## config.mk

```make
export PLATFORM = sky130hd
export DESIGN_NAME = tpu_host_ctrl_flat
export DESIGN_NICKNAME = d
export VERILOG_FILES = /design/src/rtl/tpu_pkg.sv /design/src/rtl/tpu_host_ctrl_if.sv /design/src/rtl/tpu_beat_counter.sv /design/src/rtl/tpu_host_ctrl.sv /design/src/flat_wrapper.sv
export SDC_FILE = /design/constraint.sdc
export NUM_CORES = 1
export LEC_CHECK = 0
export CAP_MARGIN = 20
export CELL_PAD_IN_SITES_DETAIL_PLACEMENT = 1
export CELL_PAD_IN_SITES_GLOBAL_PLACEMENT = 2
export CORE_MARGIN = 1.5
export CORE_UTILIZATION = 28
export CTS_CLUSTER_DIAMETER = 200
export DETAILED_ROUTE_END_ITERATION = 12
export PLACE_DENSITY = 0.91
export SLEW_MARGIN = 20
export SYNTH_ARGS = -nofsm -noshare
export SYNTH_HDL_FRONTEND = slang
export SYNTH_SLANG_ARGS = --single-unit
```

## constraint.sdc

```tcl
create_clock -name clk -period 7.93 [get_ports clk]
set_input_delay 1.586 -clock clk [delete_from_list [all_inputs] [get_ports clk]]
set_output_delay 1.586 -clock clk [all_outputs]
set_load 0.005 [all_outputs]
```

## src/rtl/tpu_pkg.sv

```systemverilog
// Shared types and defaults for the TPU host command front end.
package tpu_pkg;

  localparam int DEF_N           = 4;
  localparam int DEF_DW          = 8;
  localparam int DEF_UB_AW       = 12;
  localparam int DEF_MMU_TIMEOUT = 256;

  // Counter width covers the largest UB load (4095 beats) and the MMU timeout.
  localparam int CNT_W = 12;

  localparam int OP_MSB  = 31;
  localparam int OP_LSB  = 29;
  localparam int IMM_MSB = 11;

  typedef enum logic [2:0] {
    NOP              = 3'd0,
    READ_HOST_MEMORY = 3'd1,
    READ_WEIGHTS     = 3'd2,
    MATRIX_MULTIPLY  = 3'd3
  } tpu_instruction_e;

  typedef enum logic [2:0] {
    IDLE      = 3'd0,
    LOAD_W    = 3'd1,
    LOAD_UB   = 3'd2,
    MMU_START = 3'd3,
    MMU_WAIT  = 3'd4
  } tpu_state_e;

  function automatic logic [2:0] get_opcode(input logic [31:0] instr);
    return instr[OP_MSB:OP_LSB];
  endfunction

  function automatic logic [CNT_W-1:0] get_beat_count(input logic [CNT_W-1:0] imm,
                                                       input logic [CNT_W-1:0] full);
    return (imm == {CNT_W{1'b0}}) ? full : imm;
  endfunction

endpackage

```

## src/rtl/tpu_host_ctrl_if.sv

```systemverilog
// Host instruction/data, weight/UB load and MMU handshake signals of the host front end.
interface tpu_host_ctrl_if
  import tpu_pkg::*;
#(
  parameter int N     = DEF_N,
  parameter int DW    = DEF_DW,
  parameter int UB_AW = DEF_UB_AW
);
  localparam int LG = $clog2(N);

  logic             host_instruction_valid;
  logic [31:0]      host_instruction;
  logic             host_instruction_ready;
  logic [DW-1:0]    host_write_data;
  logic             host_wdata_valid;
  logic [UB_AW-1:0] host_write_address;
  logic             weight_wr_en;
  logic [LG-1:0]    weight_wr_row;
  logic [LG-1:0]    weight_wr_col;
  logic [DW-1:0]    weight_wr_data;
  logic             ub_wr_en;
  logic [UB_AW-1:0] ub_wr_addr;
  logic [DW-1:0]    ub_wr_data;
  logic             mmu_start;
  logic             mmu_done;
  logic             busy;
  logic             err_illegal;
  logic             err_dropped;
  logic             err_timeout;

  modport master (
    output host_instruction_valid, host_instruction, host_write_data,
           host_wdata_valid, host_write_address, mmu_done,
    input  host_instruction_ready, weight_wr_en, weight_wr_row, weight_wr_col,
           weight_wr_data, ub_wr_en, ub_wr_addr, ub_wr_data, mmu_start, busy,
           err_illegal, err_dropped, err_timeout
  );

  modport slave (
    input  host_instruction_valid, host_instruction, host_write_data,
           host_wdata_valid, host_write_address, mmu_done,
    output host_instruction_ready, weight_wr_en, weight_wr_row, weight_wr_col,
           weight_wr_data, ub_wr_en, ub_wr_addr, ub_wr_data, mmu_start, busy,
           err_illegal, err_dropped, err_timeout
  );
endinterface

```

## src/rtl/tpu_beat_counter.sv

```systemverilog
// Loadable terminal-count counter; last_o flags the count one short of the terminal value.
module tpu_beat_counter #(
  parameter int CW = 12
) (
  input  logic          clk,
  input  logic          reset_n,
  input  logic          clr_i,
  input  logic          load_i,
  input  logic [CW-1:0] term_i,
  input  logic          inc_i,
  output logic [CW-1:0] count_o,
  output logic          last_o
);

  logic [CW-1:0] count_q;
  logic [CW-1:0] term_q;

  // Count register: clear beats load beats increment; saturates instead of wrapping.
  always_ff @(posedge clk) begin
    if (reset_n) begin
      count_q <= {CW{1'b0}};
      term_q  <= {CW{1'b0}};
    end else if (clr_i) begin
      count_q <= {CW{1'b0}};
    end else if (load_i) begin
      count_q <= {CW{1'b0}};
      term_q  <= term_i;
    end else if (inc_i && (count_q != {CW{1'b1}})) begin
      count_q <= count_q + {{(CW-1){1'b0}}, 1'b1};
    end else begin
      count_q <= count_q;
    end
  end

  assign count_o = count_q;
  assign last_o  = (count_q == (term_q - {{(CW-1){1'b0}}, 1'b1}));

endmodule

```

## src/rtl/tpu_host_ctrl.sv

```systemverilog
// Host command front end: decodes host instructions, streams data beats into
// the weight buffer or UB, and launches/waits on the MMU.
module tpu_host_ctrl
  import tpu_pkg::*;
#(
  parameter int N           = DEF_N,
  parameter int DW          = DEF_DW,
  parameter int UB_AW       = DEF_UB_AW,
  parameter int MMU_TIMEOUT = DEF_MMU_TIMEOUT
) (
  input logic            clk,
  input logic            reset_n,
  tpu_host_ctrl_if.slave bus
);

  localparam int LG = $clog2(N);
  localparam logic [CNT_W-1:0] TILE_BEATS = CNT_W'(N * N);
  localparam logic [CNT_W-1:0] TIMEOUT_CYC = CNT_W'(MMU_TIMEOUT);

  tpu_state_e       state_q, state_d;
  logic             ready_q, ready_d, busy_q, busy_d;
  logic             w_en_q, w_en_d, ub_en_q, ub_en_d, start_q, start_d;
  logic [LG-1:0]    w_row_q, w_row_d, w_col_q, w_col_d;
  logic [DW-1:0]    w_data_q, w_data_d, ub_data_q, ub_data_d;
  logic [UB_AW-1:0] ub_addr_q, ub_addr_d;
  logic             e_ill_q, e_ill_d, e_drop_q, e_drop_d, e_to_q, e_to_d;

  logic             cnt_clr_s, cnt_load_s, cnt_inc_s, cnt_last_s;
  logic [CNT_W-1:0] cnt_term_s, cnt_s;
  logic             instr_fire_s, beat_s;

  assign instr_fire_s = bus.host_instruction_valid && ready_q;
  assign beat_s       = bus.host_wdata_valid;

  tpu_beat_counter #(.CW(CNT_W)) u_cnt (
    .clk     (clk),
    .reset_n (reset_n),
    .clr_i   (cnt_clr_s),
    .load_i  (cnt_load_s),
    .term_i  (cnt_term_s),
    .inc_i   (cnt_inc_s),
    .count_o (cnt_s),
    .last_o  (cnt_last_s)
  );

  // Next-state, next-output and counter control decode.
  always_comb begin
    state_d    = state_q;
    w_en_d     = 1'b0;
    ub_en_d    = 1'b0;
    start_d    = 1'b0;
    w_row_d    = w_row_q;
    w_col_d    = w_col_q;
    w_data_d   = w_data_q;
    ub_addr_d  = ub_addr_q;
    ub_data_d  = ub_data_q;
    e_ill_d    = e_ill_q;
    e_drop_d   = e_drop_q;
    e_to_d     = e_to_q;
    cnt_clr_s  = 1'b0;
    cnt_load_s = 1'b0;
    cnt_inc_s  = 1'b0;
    cnt_term_s = {CNT_W{1'b0}};
    case (state_q)
      IDLE: begin
        if (beat_s) e_drop_d = 1'b1;
        else        e_drop_d = e_drop_q;
        if (instr_fire_s) begin
          case (tpu_instruction_e'(get_opcode(bus.host_instruction)))
            NOP: state_d = IDLE;
            READ_WEIGHTS: begin
              state_d    = LOAD_W;
              cnt_load_s = 1'b1;
              cnt_term_s = TILE_BEATS;
            end
            READ_HOST_MEMORY: begin
              state_d    = LOAD_UB;
              cnt_load_s = 1'b1;
              cnt_term_s = get_beat_count(bus.host_instruction[IMM_MSB:0], TILE_BEATS);
            end
            MATRIX_MULTIPLY: begin
              state_d    = MMU_START;
              start_d    = 1'b1;
              cnt_load_s = 1'b1;
              cnt_term_s = TIMEOUT_CYC;
            end
            default: e_ill_d = 1'b1;
          endcase
        end else begin
          state_d = IDLE;
        end
      end
      LOAD_W: begin
        if (beat_s) begin
          // Row-major placement: upper counter bits select the row.
          w_en_d    = 1'b1;
          w_row_d   = cnt_s[2*LG-1:LG];
          w_col_d   = cnt_s[LG-1:0];
          w_data_d  = bus.host_write_data;
          cnt_inc_s = 1'b1;
          if (cnt_last_s) begin
            state_d   = IDLE;
            cnt_clr_s = 1'b1;
          end else begin
            state_d = LOAD_W;
          end
        end else begin
          state_d = LOAD_W;
        end
      end
      LOAD_UB: begin
        if (beat_s) begin
          ub_en_d   = 1'b1;
          ub_addr_d = bus.host_write_address;
          ub_data_d = bus.host_write_data;
          cnt_inc_s = 1'b1;
          if (cnt_last_s) begin
            state_d   = IDLE;
            cnt_clr_s = 1'b1;
          end else begin
            state_d = LOAD_UB;
          end
        end else begin
          state_d = LOAD_UB;
        end
      end
      MMU_START: begin
        if (beat_s) e_drop_d = 1'b1;
        else        e_drop_d = e_drop_q;
        state_d = MMU_WAIT;
      end
      MMU_WAIT: begin
        if (beat_s) e_drop_d = 1'b1;
        else        e_drop_d = e_drop_q;
        if (bus.mmu_done) begin
          state_d   = IDLE;
          cnt_clr_s = 1'b1;
        end else if (cnt_last_s) begin
          state_d   = IDLE;
          e_to_d    = 1'b1;
          cnt_clr_s = 1'b1;
        end else begin
          cnt_inc_s = 1'b1;
        end
      end
      default: begin
        state_d   = IDLE;
        cnt_clr_s = 1'b1;
      end
    endcase
    ready_d = (state_d == IDLE);
    busy_d  = (state_d != IDLE);
  end

  // State and registered outputs; reset drops any in-flight strobe.
  always_ff @(posedge clk) begin
    if (reset_n) begin
      state_q   <= IDLE;
      ready_q   <= 1'b1;
      busy_q    <= 1'b0;
      w_en_q    <= 1'b0;
      ub_en_q   <= 1'b0;
      start_q   <= 1'b0;
      w_row_q   <= {LG{1'b0}};
      w_col_q   <= {LG{1'b0}};
      w_data_q  <= {DW{1'b0}};
      ub_addr_q <= {UB_AW{1'b0}};
      ub_data_q <= {DW{1'b0}};
      e_ill_q   <= 1'b0;
      e_drop_q  <= 1'b0;
      e_to_q    <= 1'b0;
    end else begin
      state_q   <= state_d;
      ready_q   <= ready_d;
      busy_q    <= busy_d;
      w_en_q    <= w_en_d;
      ub_en_q   <= ub_en_d;
      start_q   <= start_d;
      w_row_q   <= w_row_d;
      w_col_q   <= w_col_d;
      w_data_q  <= w_data_d;
      ub_addr_q <= ub_addr_d;
      ub_data_q <= ub_data_d;
      e_ill_q   <= e_ill_d;
      e_drop_q  <= e_drop_d;
      e_to_q    <= e_to_d;
    end
  end

  assign bus.host_instruction_ready = ready_q;
  assign bus.busy           = busy_q;
  assign bus.weight_wr_en   = w_en_q;
  assign bus.weight_wr_row  = w_row_q;
  assign bus.weight_wr_col  = w_col_q;
  assign bus.weight_wr_data = w_data_q;
  assign bus.ub_wr_en       = ub_en_q;
  assign bus.ub_wr_addr     = ub_addr_q;
  assign bus.ub_wr_data     = ub_data_q;
  assign bus.mmu_start      = start_q;
  assign bus.err_illegal    = e_ill_q;
  assign bus.err_dropped    = e_drop_q;
  assign bus.err_timeout    = e_to_q;

endmodule

```

## src/flat_wrapper.sv

```systemverilog
// flat-port wrapper written by rule: the top's interface ports become plain ports
module tpu_host_ctrl_flat import tpu_pkg::*;
#(
  parameter int N           = DEF_N,
  parameter int DW          = DEF_DW,
  parameter int UB_AW       = DEF_UB_AW,
  parameter int MMU_TIMEOUT = DEF_MMU_TIMEOUT
)
  (clk, reset_n, bus_host_instruction_valid, bus_host_instruction, bus_host_write_data, bus_host_wdata_valid, bus_host_write_address, bus_mmu_done, bus_host_instruction_ready, bus_weight_wr_en, bus_weight_wr_row, bus_weight_wr_col, bus_weight_wr_data, bus_ub_wr_en, bus_ub_wr_addr, bus_ub_wr_data, bus_mmu_start, bus_busy, bus_err_illegal, bus_err_dropped, bus_err_timeout);
  tpu_host_ctrl_if #(.N(N), .DW(DW), .UB_AW(UB_AW)) bus_i ();
  input logic clk;
  input logic reset_n;
  input wire logic [$bits(bus_i.host_instruction_valid)-1:0] bus_host_instruction_valid;
  input wire logic [$bits(bus_i.host_instruction)-1:0] bus_host_instruction;
  input wire logic [$bits(bus_i.host_write_data)-1:0] bus_host_write_data;
  input wire logic [$bits(bus_i.host_wdata_valid)-1:0] bus_host_wdata_valid;
  input wire logic [$bits(bus_i.host_write_address)-1:0] bus_host_write_address;
  input wire logic [$bits(bus_i.mmu_done)-1:0] bus_mmu_done;
  output wire logic [$bits(bus_i.host_instruction_ready)-1:0] bus_host_instruction_ready;
  output wire logic [$bits(bus_i.weight_wr_en)-1:0] bus_weight_wr_en;
  output wire logic [$bits(bus_i.weight_wr_row)-1:0] bus_weight_wr_row;
  output wire logic [$bits(bus_i.weight_wr_col)-1:0] bus_weight_wr_col;
  output wire logic [$bits(bus_i.weight_wr_data)-1:0] bus_weight_wr_data;
  output wire logic [$bits(bus_i.ub_wr_en)-1:0] bus_ub_wr_en;
  output wire logic [$bits(bus_i.ub_wr_addr)-1:0] bus_ub_wr_addr;
  output wire logic [$bits(bus_i.ub_wr_data)-1:0] bus_ub_wr_data;
  output wire logic [$bits(bus_i.mmu_start)-1:0] bus_mmu_start;
  output wire logic [$bits(bus_i.busy)-1:0] bus_busy;
  output wire logic [$bits(bus_i.err_illegal)-1:0] bus_err_illegal;
  output wire logic [$bits(bus_i.err_dropped)-1:0] bus_err_dropped;
  output wire logic [$bits(bus_i.err_timeout)-1:0] bus_err_timeout;
  assign bus_i.host_instruction_valid = bus_host_instruction_valid;
  assign bus_i.host_instruction = bus_host_instruction;
  assign bus_i.host_write_data = bus_host_write_data;
  assign bus_i.host_wdata_valid = bus_host_wdata_valid;
  assign bus_i.host_write_address = bus_host_write_address;
  assign bus_i.mmu_done = bus_mmu_done;
  assign bus_host_instruction_ready = bus_i.host_instruction_ready;
  assign bus_weight_wr_en = bus_i.weight_wr_en;
  assign bus_weight_wr_row = bus_i.weight_wr_row;
  assign bus_weight_wr_col = bus_i.weight_wr_col;
  assign bus_weight_wr_data = bus_i.weight_wr_data;
  assign bus_ub_wr_en = bus_i.ub_wr_en;
  assign bus_ub_wr_addr = bus_i.ub_wr_addr;
  assign bus_ub_wr_data = bus_i.ub_wr_data;
  assign bus_mmu_start = bus_i.mmu_start;
  assign bus_busy = bus_i.busy;
  assign bus_err_illegal = bus_i.err_illegal;
  assign bus_err_dropped = bus_i.err_dropped;
  assign bus_err_timeout = bus_i.err_timeout;
  tpu_host_ctrl #(.N(N), .DW(DW), .UB_AW(UB_AW), .MMU_TIMEOUT(MMU_TIMEOUT)) u_core (.clk(clk), .reset_n(reset_n), .bus(bus_i));
endmodule
```

### Word level (Yosys, flattened, before mapping)

Cells that the tools add are included.

* memories: 0
* memory bits (writable): 0
* bits in latches: 0
* word-level logic and storage cells: 81
* flip-flop bits (word level): 67
* input bits: 57
* bits in read-only memories: 0

* multiplexer cells: 25
* multipliers: 0
* reductions and logical operators: 22
* bitwise operators: 7
* shift-type cells: 0
* add/sub/neg operators: 2
* div/mod/pow operators: 0
* $lt $le $gt $ge: 0
* equal/unequal tests: 9

Operator list (number)
* 12-bit two-way mux: 3
* 12-bit case mux with 3 select lines: 1
* 3-bit case mux with 5 select lines: 1
* 12-bit by 1-bit adder with 12-bit output (second input constant): 1
* 12-bit == test: 1
* 3-bit by 2-bit == test with 1-bit output (second input constant): 4
* 12-bit logical NOT: 1
* 1-bit two-way mux: 12
* 12-bit != test (second input constant): 1
* 3-bit case mux with 4 select lines: 1
* 3-bit OR reduction: 4
* 12-bit by 1-bit subtractor with 12-bit output (second input constant): 1
* 3-bit logical NOT: 3
* 3-bit two-way mux: 3
* 2-bit AND reduction: 4
* 2-bit OR reduction: 4
* 1-bit NOT: 7
* 3-bit by 1-bit == test with 1-bit output (second input constant): 2
* 3-bit AND reduction: 2
* 2-bit two-way mux: 2
* 4-bit OR reduction: 1
* 3-bit == test (second input constant): 1
* 1-bit case mux with 3 select lines: 1
* 3-bit nonzero test: 1
* other kinds (2): 3

### Logic depth before layout (Yosys ltp)

* word-level depth: 7
* gate-level depth with buffers: 11
* mapped depth without buffers: 11

### Hierarchy

A second synthesis with hierarchy kept.

* cell total of the unflattened synthesis: 396
* area, all modules: 3099.2 um^2

By module, submodules not included
* tpu_host_ctrl: times used 1, cells an instance 217, area an instance 1725.4 um^2
* tpu_beat_counter: times used 1, cells an instance 179, area an instance 1373.8 um^2

### Worst setup path after synthesis

Ideal clock, no wire load.

* kind: input -> register
* start: input bus_host_wdata_valid
* end: register u_core.u_cnt.count_q[3] (netlist: u_core.u_cnt.count_o[3])
* arrival: 2929 ps
* cell stages on the path: 7
* setup slack: 4916 ps
* cells stage by stage: and3_1 -> clkbuf_1 -> nor2_1 -> o31ai_1 -> a211o_1 -> buf_2 -> a211oi_1

* cells in the longest elaborated chain, start to end: 3
* elaborated cells on any way between the ends: 6
* those cells by class: mux (4); reduce/logical (2)

RTL lines
* start, declared: line flat_wrapper.sv:16 `input wire logic [$bits(bus_i.host_wdata_valid)-1:0] bus_host_wdata_valid;`
* 1-bit two-way mux (on tied branches): line tpu_host_ctrl.sv:112, tpu_host_ctrl.sv:94
* 1-bit case mux with 3 select lines or 1-bit case mux with 2 select lines (tied branches): line tpu_host_ctrl.sv:64 `case (state_q)`
* 3-bit OR reduction (no line) or 1-bit logical AND (tied branches)
* end signal, assigned: line tpu_beat_counter.sv:26 `count_q <= {CW{1'b0}};`
* end signal, assigned: line tpu_beat_counter.sv:29 `count_q <= count_q + {{(CW-1){1'b0}}, 1'b1};`
* end signal, assigned: line tpu_beat_counter.sv:31 `count_q <= count_q;`
* end, declared: line tpu_beat_counter.sv:15 `logic [CW-1:0] count_q;`

Several ways; a longest one is shown, not always the timed one.
A chain may end at the register's enable or synchronous reset.

### Worst setup path in the final report

* start: input bus_host_wdata_valid
* end: register u_core.u_cnt.count_q[0] (netlist: u_core.u_cnt.count_o[0])

Same word-level chain as after synthesis.

==> results.txt <==
----------------------------------------------------
[Route]
  DRT iter0 DRCs ... 79
  Vias ... 2910
  Avg WL per Cell ... 15.2 um
  DRC violations left ... 0
  Wire length after detailed routing ... 8.83 mm
  Number of iterations in the first detailed-routing pass ... 4
  Post-detailed-route via-to-cell ratio ... 5.01
  Number of nets with antenna violations after detailed routing ... 0

[Clocking]
  Post_cts resized ... 0
  H-Tree Depth ... 3
  TritonCTS sink count ... 67
  CTS tree ... done
  CTS hold repair buffers ... 0
  Total clock buffers created by CTS ... 9
  Buffers inserted during post-CTS setup optimization ... 0
  Cell at the root of the clock tree ... clkbuf_8
  Clock latency of the later-clocked register in the worst-skew pair ... 0.36 ns
  Clock transition at path regs ... approximately 0.080 ns
  Worst-case clock buffer depth ... 2

[Yosys]
  Number of flops mapped to enable cells by yosys ... 0
  Sequential fraction of the synthesis area ... 0.441
  Instance count of the mapped netlist ... 371
  Synthesized flop and latch total ... 67
  Per-instance average area after synthesis ... 8.19 um2
  Synth warnings ... 0
  Most instantiated flip-flop cell in the synthesis netlist ... dfxtp_1
  Distinct cells, synth ... 55
  Post-synth ARST share ... 0
  Mapped cell area ... 0.00304 mm2
  Synth Net Count ... 430

[Timing]
  Tightest slew margin relative to the limit ... 0.337
  Final worst-path cycle share ... 0.489
  Sum of negative setup slack ... 0 ns
  Hold slack ... between 0.4 and 0.5 ns
  Max Fclk ... 258 MHz
  RSZ-0062 raised after global routing ... false
  Post-route clock skew ... 0.0104 ns
  Number of endpoints failing setup at the final stage ... 0
  Worst slew pin tran ... 0.994 ns
  Final Critical Period ... 3.88 ns
  Max-slew violation total from the final report ... 0
  Number of endpoints with negative hold slack in the final report ... 0

[Floorplanning]
  Starting density of the core ... 0.292
  Total die area ... 0.0115 mm2
  Chip Width ... 107 um
  Vertical die dimension ... 107 um
  Core ar. ... 0.0104 mm2
  Top-level port count ... 97
  Number of placement rows ... 37

[Pwr]
  Power per unit of standard cell area ... 177 mW/mm2
  Worst IR Drop VDD ... between 0.1 and 0.15 mV
  Total leakage power ... 1.40 nW

[Global route]
  Number of antenna violations at the first check in global routing ... 0
  Overall global routing resource usage ... 0.167
  Global-route wire length before repair ... 14.9 mm
  Number of global-route vias before repair ... approximately 3000
  Overflow after GRT ... 0
  Maximum number of pins on one net before global-route repair ... 55

[Setup path]
  CP cell instances ... clkdlybuf4s50_1 -> and2_1 -> nor2_1 -> o31ai_1 -> a211o_1 -> nor2_1
  Crit. path cell count ... 6
  Worst Path Class, Setup ... in2reg
  Req. time, crit path ... 8.15 ns
  Setup crit start kind ... input pin
  Arrival @ worst endpoint ... 4.10 ns
  Critical path capture point type ... register
  Family of cells with the greatest summed delay on the critical path ... simple AND/OR/NAND/NOR gates
  Largest incremental delay on the critical path ... 0.70 ns
  Buffer and inverter count on the worst path ... 1
  Startpoint of the most critical setup path ... bus_host_wdata_valid
  Reg-to-reg startpoint ... u_core.u_cnt.term_q[0]
  Reg2reg path depth ... 10
  Worst setup slack for register-to-register paths ... ~5 ns
  Highest net fanout along the worst path ... 21
  Cell repeated most along the worst path ... nor2_1
  Worst path slowest cell ... and2_1

[Final layout]
  Signed area change from the synthesized netlist to the final layout ... 34.9%
  Filler cells ... 1266
  Most common cell after layout, fill and taps aside ... nand2_1
  Final non-filler cell area ... 0.00410 mm2
  Final std cells w/o fill ... 581
  Most frequent cells in the layout ... nand2_1, clkdlybuf4s50_1, dfxtp_1
  Antenna diode count ... 0
  Fraction of final layout cells sized beyond drive strength 1 ... 0.0652
  Net total in the final layout ... 500

[Placed design]
  Dpl cells ... 566
  Cell Area, Placed ... between 0.003 and 0.004 mm2
  Global placement routability congestion ... 0.719
  Count of input and output buffers ... 79
  DP HPWL ... 6.45 mm

[Status]
  Outcome ... complete, no violations

[Worst hold path]
  Type of the most critical hold path ... reg2reg
  Number of cells on the worst hold path ... 2
  Hold Path Origin ... u_core.bus.ub_wr_addr[10]

[Flow run]
  # Max-Cap Violations ... 0

----------------------------------------------------
==> routing by layer <==
layer,part of all wire,global-route usage,wire (um)
met1,0.43,0.190,3810
met2,0.46,0.276,4090
met3,0.093,0.0815,825
met4,0.012,0.0457,104
met5,0,0,0
==> final timing paths <==
kind,to
worst max-delay path,u_core.u_cnt.count_o[0]
worst min-delay path,u_core.bus.ub_wr_addr[10]
worst max register to register,u_core.bus.busy
worst min register to register,u_core.bus.ub_wr_addr[10]
==> final cells by class <==
| type | instances | area, um2 | share of cell area |
|---|---|---|---|
| timing repair buffer | 79 | 786 | 0.192 |
| multi-input combinational | 277 | 1580 | 0.386 |
| clock inverter | 6 | 67.6 | 0.0165 |
| tap | 136 | 170 | 0.0415 |
| clock buffer | 9 | 124 | 0.0302 |
| sequential | 67 | 1340 | 0.327 |
| inverter | 7 | 26.3 | 0.00641 |
==> registers in the layout (all words and copies together), names as in the netlist, 2 cells and up <==
| name | flops |
|---|---|
| u_core.u_cnt.term_q | 12 |
| u_core.bus.weight_wr_data | 8 |
| u_core.state_q | 3 |
| u_core.bus.weight_wr_col | 2 |
| u_core.bus.ub_wr_data | 8 |
| u_core.bus.weight_wr_row | 2 |
| u_core.bus.ub_wr_addr | 12 |
| u_core.u_cnt.count_o | 12 |
==> synthesized netlist by cell type, types with 3 or more instances <==
cell type / number / area, um2
inv_1: 7 / 26.3
dfxtp_1: 67 / 1340
nor4_1: 5 / 31.3
nand2_1: 79 / 297
a22oi_1: 7 / 52.6
and2_1: 4 / 25.0
xnor2_1: 11 / 96.3
nand4_1: 3 / 18.8
and3_1: 6 / 37.5
nor2_1: 28 / 105
nor2b_1: 3 / 18.8
clkbuf_1: 14 / 52.6
buf_1: 3 / 11.3
o21ai_0: 7 / 35.0
a21oi_1: 49 / 245
xor2_1: 7 / 61.3
nand3_1: 10 / 50.1
a211oi_1: 5 / 37.5
nor3_1: 9 / 45.0
==> tightest hold or removal path, cell delays in order, from the launching register on <==
cell     delay [ns]
dfxtp_1        0.31
nand2_1        0.05
a21oi_1        0.05
==> cells by family after synthesis <==
family	after synthesis	synth area share
and+or+nand+nor	165	0.262
DFF	67	0.441
adders and majority gates	2	0.00823
buffers and inverters	27	0.0375
AOI/OAI and AO/OA	91	0.196
xor gates and xnor gates	18	0.0519
muxes	1	0.00329
==> power breakdown <==
group / switching (mW) / internal [mW] / total, mW
combinational: 0.0457 / 0.0471 / 0.0928
sequential: 0.00784 / 0.344 / 0.352
clock: 0.139 / 0.144 / 0.282
==> metrics by stage <==
step	utilization	total power, mW	worst slack (ns)
after detailed placement	0.375	0.453	3.62
after global routing	0.394	0.763	3.77
after global placement	0.375	0.450	3.66
final	0.394	0.727	4.05
after CTS	0.394	0.736	3.99
after floorplan	-	0.409	4.92
(Power assumes the default switching activity.)
